### config.mk
export PLATFORM = sky130hd
export DESIGN_NAME = time_keeper
export DESIGN_NICKNAME = d
export VERILOG_FILES = /design/src/rtl/time_pkg.sv /design/src/rtl/bcd_mod_counter.sv /design/src/rtl/time_keeper.sv
export SDC_FILE = /design/constraint.sdc
export NUM_CORES = 1
export LEC_CHECK = 0
export ABC_AREA = 0
export CORE_AREA = 2 2 100 102
export CTS_CLUSTER_SIZE = 25
export DETAILED_ROUTE_END_ITERATION = 6
export DIE_AREA = 0 0 102 104
export SYNTH_ARGS = -nofsm -noshare
export SYNTH_HDL_FRONTEND = slang
export SYNTH_SLANG_ARGS = --single-unit
export TNS_END_PERCENT = 50
### constraint.sdc
create_clock -name CP -period 5.04 [get_ports CP]
set_clock_uncertainty 0.15 [all_clocks]
set_input_delay 0.504 -clock CP [delete_from_list [all_inputs] [get_ports CP]]
set_output_delay 0.504 -clock CP [all_outputs]
set_load 0.03 [all_outputs]
### src/rtl/time_pkg.sv
// Shared definitions for the time_keeper block: mode encodings, moduli and
// the active-low 7-segment pattern table.
package time_pkg;

  localparam int unsigned SEC_MOD = 60;
  localparam int unsigned MIN_MOD = 60;

  // Mode / FSM state encodings (2'd3 is illegal)
  localparam logic [1:0] MODE_RUN    = 2'd0;
  localparam logic [1:0] MODE_SET_HH = 2'd1;
  localparam logic [1:0] MODE_SET_MM = 2'd2;

  // Segment patterns {g,f,e,d,c,b,a}, active-low (common anode)
  localparam logic [6:0] SEG_BLANK = 7'b1111111;

  function automatic logic [6:0] seg7(input logic [3:0] digit);
    logic [6:0] pat;
    case (digit)
      4'd0:    pat = 7'b1000000;
      4'd1:    pat = 7'b1111001;
      4'd2:    pat = 7'b0100100;
      4'd3:    pat = 7'b0110000;
      4'd4:    pat = 7'b0011001;
      4'd5:    pat = 7'b0010010;
      4'd6:    pat = 7'b0000010;
      4'd7:    pat = 7'b1111000;
      4'd8:    pat = 7'b0000000;
      4'd9:    pat = 7'b0010000;
      default: pat = SEG_BLANK;
    endcase
    return pat;
  endfunction

endpackage

### src/rtl/bcd_mod_counter.sv
// Two-digit BCD counter modulo MOD.
//   clk_i    clock
//   rst_ni   synchronous active-low reset
//   clr_i    synchronous clear to 00 (wins over inc_i)
//   inc_i    increment enable
//   val_o    {tens,units} BCD value (registered)
//   carry_c  combinational carry: inc_i while value is MOD-1
module bcd_mod_counter #(
  parameter int unsigned MOD = 60
) (
  input  logic       clk_i,
  input  logic       rst_ni,
  input  logic       clr_i,
  input  logic       inc_i,
  output logic [7:0] val_o,
  output logic       carry_c
);

  localparam int unsigned TOP_T = (MOD - 1) / 10;
  localparam int unsigned TOP_U = (MOD - 1) % 10;
  localparam logic [7:0]  TOP   = {4'(TOP_T), 4'(TOP_U)};

  logic [7:0] val_q, val_d;
  logic       at_top;

  assign at_top  = (val_q == TOP);
  assign carry_c = inc_i & at_top & ~clr_i;
  assign val_o   = val_q;

  // Next value: wrap at MOD-1, otherwise BCD increment with units rollover
  always_comb begin
    val_d = val_q;
    if (clr_i) begin
      val_d = 8'h00;
    end else if (inc_i) begin
      if (at_top) begin
        val_d = 8'h00;
      end else if (val_q[3:0] == 4'd9) begin
        val_d = {val_q[7:4] + 4'd1, 4'd0};
      end else begin
        val_d = {val_q[7:4], val_q[3:0] + 4'd1};
      end
    end
  end

  always_ff @(posedge clk_i) begin
    if (!rst_ni) val_q <= 8'h00;
    else         val_q <= val_d;
  end

endmodule

### src/rtl/time_keeper.sv
// BCD HH:MM:SS timekeeping core with time-set FSM and 6-digit multiplexed
// 7-segment driver.
//   CP               system clock
//   CLR_n            synchronous active-low reset
//   one_HZ           1 Hz square wave (rising edge = one second)
//   five_hundred_HZ  scan-rate square wave (rising edge = next digit)
//   mode_key         key level, rising edge = next mode
//   inc_key          key level, rising edge = increment selected field
//   hour_bcd/min_bcd/sec_bcd  BCD time
//   day_pulse        one-cycle pulse on wrap to 00:00:00
//   mode             0=RUN, 1=SET_HH, 2=SET_MM
//   an               active-low digit enables, bit0 = sec units
//   seg              active-low segments {g,f,e,d,c,b,a}
module time_keeper
  import time_pkg::*;
#(
  parameter int unsigned SYNC_STAGES = 2,
  parameter int unsigned HOUR_MOD    = 24
) (
  input  logic       CP,
  input  logic       CLR_n,
  input  logic       one_HZ,
  input  logic       five_hundred_HZ,
  input  logic       mode_key,
  input  logic       inc_key,
  output logic [7:0] hour_bcd,
  output logic [7:0] min_bcd,
  output logic [7:0] sec_bcd,
  output logic       day_pulse,
  output logic [1:0] mode,
  output logic [5:0] an,
  output logic [6:0] seg
);

  // Input bit positions in the synchronizer vector
  localparam int unsigned B_SEC  = 0;
  localparam int unsigned B_SCAN = 1;
  localparam int unsigned B_MODE = 2;
  localparam int unsigned B_INC  = 3;

  logic [3:0] raw;
  logic [3:0] sync_q [SYNC_STAGES];
  logic [3:0] edge_q;
  logic [3:0] sync_out;
  logic [3:0] tick;

  assign raw      = {inc_key, mode_key, five_hundred_HZ, one_HZ};
  assign sync_out = sync_q[SYNC_STAGES-1];
  assign tick     = sync_out & ~edge_q;

  // Synchronizer chains plus edge-detect flop
  always_ff @(posedge CP) begin
    if (!CLR_n) begin
      for (int unsigned s = 0; s < SYNC_STAGES; s++) sync_q[s] <= 4'b0;
      edge_q <= 4'b0;
    end else begin
      sync_q[0] <= raw;
      for (int unsigned s = 1; s < SYNC_STAGES; s++) sync_q[s] <= sync_q[s-1];
      edge_q <= sync_out;
    end
  end

  logic sec_tick, scan_tick, mode_tick, inc_tick, one_sync;
  assign sec_tick  = tick[B_SEC];
  assign scan_tick = tick[B_SCAN];
  assign mode_tick = tick[B_MODE];
  assign inc_tick  = tick[B_INC];
  assign one_sync  = sync_out[B_SEC];

  // Counters
  logic [1:0] mode_q, mode_d;
  logic       sec_inc, min_inc, hour_inc, sec_clr;
  logic       sec_carry, min_carry, hour_carry;
  logic [7:0] sec_val, min_val, hour_val;

  bcd_mod_counter #(.MOD(SEC_MOD)) u_sec (
    .clk_i(CP), .rst_ni(CLR_n), .clr_i(sec_clr), .inc_i(sec_inc),
    .val_o(sec_val), .carry_c(sec_carry)
  );

  bcd_mod_counter #(.MOD(MIN_MOD)) u_min (
    .clk_i(CP), .rst_ni(CLR_n), .clr_i(1'b0), .inc_i(min_inc),
    .val_o(min_val), .carry_c(min_carry)
  );

  bcd_mod_counter #(.MOD(HOUR_MOD)) u_hour (
    .clk_i(CP), .rst_ni(CLR_n), .clr_i(1'b0), .inc_i(hour_inc),
    .val_o(hour_val), .carry_c(hour_carry)
  );

  // Mode FSM and counter enables; carries only propagate in RUN
  always_comb begin
    mode_d   = mode_q;
    sec_inc  = 1'b0;
    min_inc  = 1'b0;
    hour_inc = 1'b0;
    sec_clr  = 1'b0;
    case (mode_q)
      MODE_RUN: begin
        sec_inc  = sec_tick;
        min_inc  = sec_carry;
        hour_inc = min_carry;
        if (mode_tick) mode_d = MODE_SET_HH;
      end
      MODE_SET_HH: begin
        hour_inc = inc_tick;
        if (mode_tick) mode_d = MODE_SET_MM;
      end
      MODE_SET_MM: begin
        min_inc = inc_tick;
        if (mode_tick) begin
          mode_d  = MODE_RUN;
          sec_clr = 1'b1;
        end
      end
      default: mode_d = MODE_RUN;
    endcase
  end

  always_ff @(posedge CP) begin
    if (!CLR_n) mode_q <= MODE_RUN;
    else        mode_q <= mode_d;
  end

  // Scan index and display mux, registered from the next index so an/seg move together
  logic [2:0] scan_q, scan_d;
  logic [5:0] an_q, an_d;
  logic [6:0] seg_q, seg_d;
  logic       day_q, day_d;
  logic [3:0] digit;
  logic       blank;

  always_comb begin
    scan_d = scan_q;
    if (scan_tick) scan_d = (scan_q == 3'd5) ? 3'd0 : scan_q + 3'd1;

    an_d = ~(6'b000001 << scan_d);

    case (scan_d)
      3'd0:    digit = sec_val[3:0];
      3'd1:    digit = sec_val[7:4];
      3'd2:    digit = min_val[3:0];
      3'd3:    digit = min_val[7:4];
      3'd4:    digit = hour_val[3:0];
      3'd5:    digit = hour_val[7:4];
      default: digit = sec_val[3:0];
    endcase

    // Field under edit blinks off during the low half of the 1 Hz wave
    blank = 1'b0;
    if (!one_sync) begin
      if (mode_q == MODE_SET_HH && (scan_d == 3'd4 || scan_d == 3'd5)) blank = 1'b1;
      if (mode_q == MODE_SET_MM && (scan_d == 3'd2 || scan_d == 3'd3)) blank = 1'b1;
    end

    seg_d = blank ? SEG_BLANK : seg7(digit);
    day_d = (mode_q == MODE_RUN) & hour_carry;
  end

  always_ff @(posedge CP) begin
    if (!CLR_n) begin
      scan_q <= 3'd0;
      an_q   <= 6'b111110;
      seg_q  <= 7'b1000000;
      day_q  <= 1'b0;
    end else begin
      scan_q <= scan_d;
      an_q   <= an_d;
      seg_q  <= seg_d;
      day_q  <= day_d;
    end
  end

  assign hour_bcd  = hour_val;
  assign min_bcd   = min_val;
  assign sec_bcd   = sec_val;
  assign day_pulse = day_q;
  assign mode      = mode_q;
  assign an        = an_q;
  assign seg       = seg_q;

endmodule

* Word level (Yosys, flattened, before mapping) *
Memory sizes are Yosys's and may differ from the RTL's.
Cells that the tools add are included.

operators by class
  reduce and logical (&&, ||, !) cells = 14
  shift-type cells = 1
  add/subtract/negate cells = 7
  equality and inequality tests = 17
  bitwise logic cells = 12
  mux-type cells = 26

operators by type and width
  cell                                                               number
  8-bit 2-to-1 mux                                                   6
  4-bit by 1-bit adder with 4-bit output, second input constant      6
  4-bit case mux with 5 select lines                                 1
  8-bit by 7-bit == test with 1-bit output, second input constant    2
  4-bit == test, second input constant                               3
  3-bit == test, second input constant                               3
  8-bit by 6-bit == test with 1-bit output, second input constant    1
  1-bit 2-to-1 mux                                                   8
  4-bit 2-to-1 mux                                                   2
  3-bit by 2-bit == test with 1-bit output, second input constant    2
  2-bit 2-to-1 mux                                                   3
  3-bit 2-to-1 mux                                                   2
  6-bit 2-to-1 mux                                                   1
  2-bit != test, second input constant                               3
  6-bit NOT                                                          1
  2-bit case mux with 3 select lines                                 1
  2-bit AND reduction                                                3
  2-bit nonzero test                                                 3
  1-bit by 3-bit << shifter with 6-bit output, first input constant  1
  1-bit AND                                                          5
  4-bit AND                                                          1
  4-bit NOT                                                          1
  1-bit case mux with 2 select lines                                 2
  2-bit OR reduction                                                 2
  other kinds (10)                                                   14

storage, ports and cells
  output and inout port bits = 40
  ROM bits = 112
  bits in registers = 47
  RAM bits = 8
  logic and storage cells = 92
  memories kept = 2

memory list
  memory            words  width  rd ports  clocked after Yosys merged registers in  wr ports  line               text
  (name not given)  16     7      1         0                                        0         time_pkg.sv:18     case (digit)
  sync_q            2      4      2         0                                        2         time_keeper.sv:42  logic [3:0] sync_q [SYNC_STAGES];

* Longest topological paths before layout *
Gate-level depths: netlist of run 1.

  depth in word-level cells = 11
  gate-level depth with buffers = 11
  mapped depth without buffers = 9

* Modules after synthesis *
From an unflattened synthesis of run 1, not the netlist that was laid out.

unflattened totals
  cells, all modules = 314
  area, all modules = 2922.8 um2

by module, submodules not included
  module                        area an instance (um2)  cells an instance  times used
  time_keeper                   1575.3                  163                1
  bcd_mod_counter at u_min ...  447.9                   49                 2
  bcd_mod_counter at u_hour     451.7                   53                 1

* Worst setup path after synthesis of run 1 *
OpenSTA, ideal clock, no wires.

  path kind = flip-flop to flip-flop
  start point = register scan_q[1]
  end point = register seg_q[4], in the netlist seg[4]
  data arrival time = 2159 ps
  cell stages (with the launch flop) = 11
  data required time = 4755 ps
  setup slack = 2597 ps
  cells stage by stage = dfxtp_1 -> clkbuf_1 -> mux2i_1 -> o22ai_1 -> and2_1 -> a221o_1 -> a21oi_1 -> ha_1 -> o21ai_0 -> o311ai_0 -> o21ai_0

on the way
  word-level cells in the longest chain between the ends = 10

RTL lines
  what                                                                            line                text
  from (decl)                                                                     time_keeper.sv:126  logic [2:0] scan_q, scan_d;
  from (signal assigned)                                                          time_keeper.sv:167  scan_q <= scan_d;
  3-bit by 1-bit adder with 3-bit output or 3-bit == test (tied branches)         time_keeper.sv:135  if (scan_tick) scan_d = (scan_q == 3'd5) ? 3'd0 : scan_q + 3'd1;
  3-bit 2-to-1 mux                                                                time_keeper.sv:135
  3-bit 2-to-1 mux (*)                                                            time_keeper.sv:135
  parallel branches: the longest is 6 deep, another holds memory read 16 x 7 bit  --
  6-bit 2-to-1 mux (*)                                                            time_keeper.sv:156  seg_d = blank ? SEG_BLANK : seg7(digit);
  to (signal assigned)                                                            time_keeper.sv:169  seg_q <= seg_d;
  to (decl)                                                                       time_keeper.sv:128  logic [6:0] seg_q, seg_d;

Mark *: on every way between the ends.
A chain may end at the register's enable or synchronous reset.

* Final worst setup path of run 1 *
Same ends and word-level chain as after synthesis.

==> flow_metrics.py, run 1 <==
metrics = {
    "timing": {
        "worst_hold_slack_ns": 0.291,
        "relSlewSlack_pct": 44.5,
        "finalSetupViolCount": 0,
        "fin_crit_sh_pct": 57.7,
        "max_freq_ghz": 0.344,
        "max_slew.worst_pin.slew_ns": 0.831,
        "rsz0062_at_grt": "no",
        "fin_crit_ns": 2.91,
        "slew_violations": 0,
        "fin_ws_ns": 2.13,
        "fin_setup_tns_ns": 0,
        "hold_violations": 0,
    },
    "layout": {
        "layout-drive-gt1-share_pct": 4.79,
        "diodes": 0,
        "fill_cells": 1014,
        "area_growth_syn_to_layout_pct": 22.3,
        "nNetsFinal": 377,
        "finish.utilization_pct": 36.1,
    },
    "yosys": {
        "post-synth-top-area-cell": "dfxtp_1",
        "ys_seq_elements": 55,
        "synthesis.nets": 339,
        "synth-edff-count": 0,
        "postSynth.asyncResetShare_pct": 0,
        "synth.top_cell.area_share_pct": 39.0,
        "avgSynthCellArea_um2": 8.92,
        "yosysMostFrequentCell": "dfxtp_1",
        "synth_flop_cell": "dfxtp_1",
        "yosysWarnings": 0,
        "ys_seq_area_share_pct": 39.0,
        "synthTopCellsByArea": "dfxtp_1 (39%), ha_1 (7.5%), and2_1 (4.4%)",
        "syn_area_um2": 2820,
        "synth_cells": 316,
        "synth_common_cells": "dfxtp_1 (55), nor2_1 (27), nand2_1 (21), and2_1 (20), a21oi_1 (18)",
        "synth.lib_cells_used.distinct": 52,
    },
    "clock_network": {
        "cts_setup_buffers": 0,
        "cts_buffer_depth": 2,
        "cts-resized-gates": 0,
        "cts_max_level": 2,
        "hold_buffers": 0,
        "cts_tree": "built",
        "clkLatencyLatePin_ns": 0.31,
        "clkTransAtPathRegs_ns": 0.10,
        "clk_root_buffer_cell": "clkbuf_8",
        "clock-sinks": 55,
        "cts_made_buffers": 5,
    },
    "detailed_routing": {
        "drt_first_pass_iters": 4,
        "met3_length_um": 279,
        "vias_per_cell": 4.91,
        "drc": 0,
        "vias": 2396,
        "highest_layer": "met4",
        "wl_met2_um": 3120,
        "wl_met1_um": 3360,
        "ant_nets": 0,
        "wl_um": 6860,
        "wl_per_cell_um": 14.0,
        "dr.first_iter.drc_count": 76,
    },
    "pwr": {
        "cellLeakagePower_nw": 1.26,
        "power_density_nw_per_um2": 224,
        "peakVddDrop_mv": 0.110,
        "fin_total_pwr_uw": 771,
    },
    "placement": {
        "hpwl_um": 5030,
        "pre_cts_ws_ns": 2.14,
        "gp_congestion": 0.784,
        "numPortBuffers": 45,
    },
    "run_status": {
        "status": "completed",
    },
    "worst_hold_path": {
        "hold_class": "reg2reg",
    },
    "floorplan": {
        "die_x_um": 102,
        "die-area_um2": 10600,
        "design.portCount": 46,
        "rows": 36,
        "start_util_pct": 29.5,
        "fp.dieH_um": 104,
        "core_area_um2": 9550,
    },
    "critical_path": {
        "crit_top_cell": "o21ai_0",
        "crit_required_ns": 5.08,
        "worst-endpoint-arrival_ns": 2.95,
        "worstSetupPathType": "reg2reg",
        "cp-start-kind": "register",
        "worstPathCellList": "o22ai_1 -> and2_1 -> a221o_1 -> a21oi_1 -> ha_1 -> o21ai_0 -> o311ai_0 -> o21ai_0",
        "cp_max_fo": 21,
        "endpoint_kind": "register",
        "slowest_stage": "dfxtp_1",
        "slowest_delay_ns": 0.76,
    },
    "grt": {
        "grt_overflow": 0,
        "grt_pass1_vias": 2237,
        "antenna_found_initial": 0,
        "grt_max_degree": 31,
        "gr-usage-all-layers_pct": 13.1,
        "grt_pass1_wl_um": 11200,
    },
    "flow_run": {
        "drv_cap": 0,
    },
}
==> flip-flops by register name, summed over array words and instances (netlist names) <==
| signal | cells |
|---|---|
| scan_q | 3 |
| u_hour.val_o | 8 |
| edge_q | 4 |
| u_sec.val_o | 8 |
| day_pulse | 1 |
| an | 6 |
| mode | 2 |
| u_min.val_o | 8 |
| seg | 7 |
| sync_q | 8 |
==> where the power goes <==
| part | internal [mW] | switching (mW) |
|---|---|---|
| sequential | 0.445 | 0.00816 |
| clock | 0.0971 | 0.147 |
| combinational | 0.0307 | 0.0429 |
| total | 0.573 | 0.198 |
==> cells in the final DEF (no fill, tap or decap), types with 3 or more instances in the layout <==
| cell type | instances |
|---|---|
| dfxtp_1 | 55 |
| clkdlybuf4s50_1 | 45 |
| nor2_1 | 27 |
| nand2_1 | 21 |
| and2_1 | 20 |
| a21oi_1 | 18 |
| ha_1 | 17 |
| o21ai_0 | 12 |
| inv_1 | 11 |
| nand2b_1 | 11 |
| mux2i_1 | 8 |
| nand3_1 | 8 |
| nand4_1 | 8 |
| or3_1 | 8 |
| xor2_1 | 6 |
| nor2b_1 | 6 |
| nand3b_1 | 5 |
| clkbuf_8 | 5 |
| o22ai_1 | 4 |
| o21a_1 | 4 |
| a211oi_1 | 4 |
| or4_1 | 3 |
| and3b_1 | 3 |
| nand4b_1 | 3 |
| nor4_1 | 3 |
| and3_1 | 3 |
| a2111oi_0 | 3 |
==> worst max-delay path: cells and delay by family, from the launching register on <==
kind	cells	cell delay (ns)
AO/OA/AOI/OAI	6	1.42
adder cells (fa/ha/maj)	1	0.22
AND/OR/NAND/NOR	1	0.23
flip-flops	1	0.76
==> cell type report <==
cell class,count,area (µm²),share of cell area [%]
multi-input combinational,235,1590,46.2
sequential,55,1100,31.9
timing repair buffer,46,458,13.3
tap,133,166,4.82
clock buffer,5,68.8,1.99
inverter,11,41.3,1.20
clock inverter,3,20.0,0.580
==> metrics by stage <==
stage / cell area, µm² / std cells
2_1_floorplan: 2820 / 316
3_3_place_gp: 3360 / 480
3_5_place_dp: 3360 / 480
4_1_cts: 3450 / 488
5_1_grt: 3450 / 488
6_report: 3450 / 488
==> logic make-up (layout without fill, tap and decap cells) <==
group | count (synthesis) | in the layout | share of synthesized area, %
AO/OA/AOI/OAI | 63 | 63 | 15.0
buffers and inverters | 26 | 65 | 4.44
multiplexers | 9 | 9 | 3.24
XOR/XNOR | 8 | 8 | 2.48
adder cells (fa/ha/maj) | 17 | 17 | 7.54
AND/OR/NAND/NOR | 138 | 138 | 28.2
flip-flops | 55 | 55 | 39.0
==> metal layers <==
metal  vias to the layer above  GRT usage [%]
met5                         -              0
met4                         0           3.90
met3                         9           2.28
met2                        50           20.9
met1                      1131           17.9
li1                       1206              -
==> path summary, 6_finish.rpt <==
kind,from,to,slack [ns],depth (start not counted)
max,scan_q[1]$_SDFF_PN0_,seg[4]$_SDFF_PN0_,2.13,8
min,sync_q[0][1]$_SDFF_PN0_,sync_q[0][5]$_SDFF_PN0_,0.29,1
max reg2reg,scan_q[1]$_SDFF_PN0_,seg[4]$_SDFF_PN0_,2.13,8
min reg2reg,sync_q[0][1]$_SDFF_PN0_,sync_q[0][5]$_SDFF_PN0_,0.29,1
No activity file was read; power rests on OpenSTA's default activity.
==> run 2: changes to the inputs <==
==> constraint.sdc (replaced) <==
create_clock -name CP -period 2.8 [get_ports CP]
set_clock_uncertainty 0.15 [all_clocks]
set_input_delay 0.28 -clock CP [delete_from_list [all_inputs] [get_ports CP]]
set_output_delay 0.28 -clock CP [all_outputs]
set_load 0.03 [all_outputs]
==> run 2 against run 1 <==
Die area stayed put. Routed wire length is 2.2% higher. Sequential power is 79% higher. Non-clock buffer count is 13 higher. Combinational power is 97% higher. Via count is 2.8% higher. Clock-buffer cell count stayed put. Hold slack worse by 0.0020 ns. Utilization is 1.1 points higher. Global-route usage is 0.72 points higher. Final cell count is 2.7% higher. Fmax is 11% higher. Critical endpoint is now seg[5]$_SDFF_PN0_. Largest power group unchanged.
==> flow_metrics.py, run 2 (same netlist as run 1, synthesis figures left out) <==
metrics = {
    "run_status": {
        "status": "completed",
    },
    "layout": {
        "final_cell_mix": "dfxtp_1 (54), clkdlybuf4s50_1 (45), nor2_1 (27)",
        "diodes": 0,
        "layout-drive-gt1-share_pct": 8.97,
        "fin_area_um2": 3560,
        "nNetsFinal": 390,
        "final_common_cell": "dfxtp_1",
        "area_growth_syn_to_layout_pct": 26.2,
    },
    "timing": {
        "finalSetupViolCount": 0,
        "hold_violations": 0,
        "max_freq_ghz": 0.381,
        "fin_setup_tns_ns": 0,
        "relSlewSlack_pct": 57.7,
        "rsz0062_at_grt": "no",
        "worst_hold_slack_ns": 0.289,
        "max_slew.worst_pin.slew_ns": 0.633,
        "fin_crit_sh_pct": 93.8,
        "fin_crit_ns": 2.63,
        "slew_violations": 0,
        "fin_ws_ns": 0.173,
    },
    "pwr": {
        "clkPwrFrac_pct": 31.4,
        "switching_share_pct": 25.7,
        "pwr-share-seq_pct": 58.2,
        "internal_power_mw": 1.04,
        "peakVddDrop_mv": 0.178,
        "p_switching_uw": 359,
        "p_comb_share_pct": 10.4,
        "power_density_nw_per_um2": 393,
        "cellLeakagePower_nw": 1.33,
    },
    "grt": {
        "grt_pass1_wl_um": 11900,
        "grt_max_degree": 18,
        "gr-usage-all-layers_pct": 13.8,
        "grt_pass1_vias": 2380,
        "grt_overflow": 0,
        "antenna_found_initial": 0,
    },
    "clock_network": {
        "cts_made_buffers": 5,
        "cts_max_level": 2,
        "clkTransAtPathRegs_ns": 0.10,
        "clock-sinks": 55,
        "hold_buffers": 0,
        "cts_buffer_depth": 2,
        "cts_tree": "built",
        "clk_root_buffer_cell": "clkbuf_8",
        "clkLatencyLatePin_ns": 0.31,
    },
    "critical_path": {
        "worstSetupPathType": "reg2reg",
        "cp_max_fo": 5,
        "slowest_delay_ns": 0.60,
        "endpoint_kind": "register",
        "crit_buf_inv": 1,
        "crit_required_ns": 2.88,
        "crit_family": "simple AND/OR/NAND/NOR gates",
        "worst-endpoint-arrival_ns": 2.71,
        "slowest_stage": "o32ai_1",
        "worst-r2r-cell-count": 8,
        "cp-start-kind": "register",
        "worstPathCellList": "and2b_1 -> o32ai_1 -> nand2_1 -> nand4_1 -> inv_1 -> ha_1 -> or3_1 -> o221ai_1",
        "reg2reg_slack_ns": 0.17,
        "r2r_start": "edge_q[1]$_SDFF_PN0_",
        "r2r-end": "seg[5]$_SDFF_PN0_",
    },
    "flow_run": {
        "drv_cap": 0,
    },
    "detailed_routing": {
        "vias": 2463,
        "drc": 0,
        "highest_layer": "met4",
        "ant_nets": 0,
        "wl_met1_um": 3350,
        "wl_per_cell_um": 14.0,
        "wl_um": 7000,
        "wl_met2_um": 3220,
        "vias_per_cell": 4.92,
        "drt_first_pass_iters": 4,
        "met3_length_um": 367,
        "dr.first_iter.drc_count": 182,
    },
    "floorplan": {
        "die-area_um2": 10600,
        "die_x_um": 102,
        "start_util_pct": 29.5,
        "fp.dieH_um": 104,
        "core_area_um2": 9550,
        "rows": 36,
        "design.portCount": 46,
    },
    "placement": {
        "hpwl_um": 5230,
        "pre_cts_ws_ns": 0.164,
        "numPortBuffers": 45,
        "place_area_um2": 3460,
        "gp_congestion": 0.856,
    },
    "worst_hold_path": {
        "min-delay-start": "sync_q[0][2]$_SDFF_PN0_",
        "whs_path_depth": 1,
        "hold_end": "sync_q[0][6]$_SDFF_PN0_",
        "hold_class": "reg2reg",
    },
}
run 2: changes by cell type in the layout (fill, tap and decap cells not counted):
cell / delta
nor4_1: -1
buf_4: +13
nor4_2: +1
dfxtp_1: -1
a21oi_1: -1
a21oi_2: +1
dfxtp_2: +1
run 2: final cells by class:
class / instances / area, µm²
timing repair buffer: 59 / 556
inverter: 11 / 41.3
tap: 133 / 166
clock buffer: 5 / 68.8
fill: 974 / 5990
clock inverter: 3 / 20.0
sequential: 55 / 1100
multi-input combinational: 235 / 1600
run 2: metrics by stage:
| stage | total power [mW] | utilization (%) | cells |
|---|---|---|---|
| final | 1.40 | 37.3 | 501 |
| after global routing | 1.46 | 37.3 | 501 |
| after CTS | 1.42 | 37.1 | 501 |
| after detailed placement | 0.975 | 36.2 | 493 |
| after global placement | 0.974 | 36.2 | 493 |
| after floorplan | 0.921 | - | 316 |
run 2: how the worst max path moves through the flow:
stage,end,slack [ns],cells after the start,from
final,seg[5]$_SDFF_PN0_,0.17,8,edge_q[1]$_SDFF_PN0_
after global routing,seg[5]$_SDFF_PN0_,0.02,8,edge_q[1]$_SDFF_PN0_
after CTS,seg[4]$_SDFF_PN0_,0.16,9,scan_q[1]$_SDFF_PN0_
after detailed placement,seg[4]$_SDFF_PN0_,0.16,9,scan_q[1]$_SDFF_PN0_
after floorplan,seg[4]$_SDFF_PN0_,0.36,10,scan_q[1]$_SDFF_PN0_
after global placement,seg[4]$_SDFF_PN0_,0.28,8,scan_q[1]$_SDFF_PN0_
run 2: power by group through the flow:
| stage | Combinational (mW) | Clock [mW] | Sequential (mW) |
|---|---|---|---|
| floorplan | 0.0709 | 0 | 0.850 |
| finish | 0.145 | 0.439 | 0.813 |
| global route | 0.157 | 0.490 | 0.816 |
| detailed placement | 0.143 | 0 | 0.832 |
| global placement | 0.142 | 0 | 0.831 |
| CTS | 0.144 | 0.465 | 0.814 |
run 2: timing repair:
action	in CTS	in global routing
resized for setup	0	3
buffers inserted	0	0
endpoints found under the setup margin	0	3
run 2: layer usage:
layer | track usage (%) | up-vias
li1 | - | 1226
met1 | 19.3 | 1178
met2 | 21.6 | 52
met3 | 2.76 | 7
met4 | 3.52 | 0
met5 | 0 | -
==> RTL change, RTL diff (flow settings as in run 1) <==
Register the outputs `hour_bcd`, `min_bcd` and `sec_bcd`; this adds one clock of latency there. The other outputs are not delayed to match.
--- a/src/rtl/time_keeper.sv
+++ b/src/rtl/time_keeper.sv
@@ -172,7 +172,9 @@
   end
 
-  assign hour_bcd  = hour_val;
-  assign min_bcd   = min_val;
-  assign sec_bcd   = sec_val;
+  always_ff @(posedge CP) begin
+    hour_bcd <= hour_val;
+    min_bcd  <= min_val;
+    sec_bcd  <= sec_val;
+  end
   assign day_pulse = day_q;
   assign mode      = mode_q;
Function: changed (a bounded check fails within 4 cycles, from zero or initial values).
==> RTL change against run 1 <==
- sequential cell count increased by 24
- synthesized area increased by 14%
- cell count up 5.7%
- power increased by 60%
- maximum frequency up 0.26%
- worst setup slack better by 0.0075 ns
- routed wire length shrank 0.74%
- design area up 15%
- critical endpoint is now seg[1]
- largest cell class is now flip-flops and latches
==> RTL change: results <==
[yosys]
synthTopCellsByCount = dfxtp_1 (79), nor2_1 (32), nand2_1 (28)
async_reset_ff_frac = 0
synthesis.nets = 360
synthAdderAreaFrac = 0.06610
synthMuxAreaShare = 0.02605
yosys.area_share.xor_xnor = 0.02449
synth_compound_area_frac = 0.1372
ys_top_cells_by_area = dfxtp_1 (49%), ha_1 (6.6%), nor2_1 (3.7%), nand2_1 (3.3%), a21oi_1 (3.1%)
ys_seq_area_frac = 0.4914
ys_types = 57

[global_route]
grt_use_total = 0.1357
grt_pass1_wl_um = 11330
grt_pass1_vias = 2345
grt_start_max_net_pins = 26

[cts]
cts_resized = 0
cts.clk_slew.worst_paths_ns = 0.08
ctsLongestPathBuffers = 2
clk_latency_ns = 0.36
cts_htree_levels = 3
cts_buffers = 9

[placed_design]
place_area_mm2 = 0.003761
io_buffers = 45
place_congestion = 0.9004
dpl.hpwl_um = 4855

[status]
status = finished, final reports clean

[pwr]
switching_share = 0.2303
leakage_nw = 1.541
ir_drop_mv = 0.1513

[route]
wl_per_cell_um = 13.19
routed-via-count = 2499
drtIter0Drc = 132

[setup_path]
max_stage_delay_ns = 0.68
cp.arrival_ns = 2.99
r2r_cells = 7
cp_slowest_cell = o22ai_1
crit_path_max_fanout = 11

[final_layout]
fillCellCount = 982
drive_gt1_frac = 0.06789
nets = 401

[worst_hold_path]
hold_path_depth = 0

[timing]
slew_headroom = 0.4057
==> RTL change: cell count changes in the layout (fill, tap and decap cells not counted), moves of 5 or more <==
cell	run 1	this run
and2_1	20	15
dfxtp_1	55	79
inv_1	11	16
nand2_1	21	28
nand2b_1	11	5
nor2_1	27	32
==> RTL change: final timing paths <==
| check | slack, ns | endpoint | startpoint |
|---|---|---|---|
| worst max-delay path | 2.14 | seg[1] | sync_q[0][5] |
| worst max register to register | 2.14 | seg[1] | sync_q[0][5] |
| worst min register to register | 0.21 | sec_bcd[7] | u_sec.val_o[7] |
| worst min-delay path | 0.21 | sec_bcd[7] | u_sec.val_o[7] |
==> RTL change: power groups by stage <==
| stage | Sequential [W] | Clock, W | Combinational (W) |
|---|---|---|---|
| floorplan | 0.000674 | 0 | 0.0000451 |
| global placement | 0.000660 | 0 | 0.0000881 |
| detailed placement | 0.000660 | 0 | 0.0000894 |
| CTS | 0.000646 | 0.000513 | 0.0000896 |
| global route | 0.000647 | 0.000541 | 0.0000969 |
| finish | 0.000646 | 0.000500 | 0.0000891 |
==> RTL change: area by class of cell <==
cell class	count	area, um2	share of cell area
Clock inverter	7	87.58	0.02205
Clock buffer	9	123.9	0.03118
Inverter	16	60.06	0.01512
Multi-Input combinational cell	227	1503	0.3783
Timing Repair Buffer	45	450.4	0.1134
Sequential cell	79	1582	0.3981
Tap cell	133	166.4	0.04189
==> RTL change: per-stage QoR <==
step                setup slack, ns  utilization  hold slack (ns)  std cells   power, W
finish                        2.142       0.4160           0.2064        516   0.001234
global route                  1.964       0.4160           0.2321        516   0.001285
CTS                           2.181       0.4160           0.2089        516   0.001248
detailed placement            2.187       0.3939           0.1947        500  0.0007498
global placement              2.198       0.3939           0.1890        500  0.0007483
floorplan                     2.492            -           0.1808        337  0.0007189
==> RTL change: kinds of logic (layout without fill, tap and decap cells) <==
logic type,after synthesis,count (layout)
compound gates,64,64
flops,79,79
xor+xnor,9,9
mux,8,8
buf+inv,31,77
fa+ha+maj,17,17
simple gates,129,129
==> RTL change: per-layer routing <==
layer	share of wire	global-route usage
met2	0.46	0.2049
met1	0.46	0.1750
met3	0.051	0.04099
met5	0	0
met4	0.025	0.06571
==> RTL change: worst max-delay path: cells and delay by family (launching register included) <==
family	cells	cell delay (ns)
compound gates	4	1.54
flops	1	0.36
simple gates	3	0.74
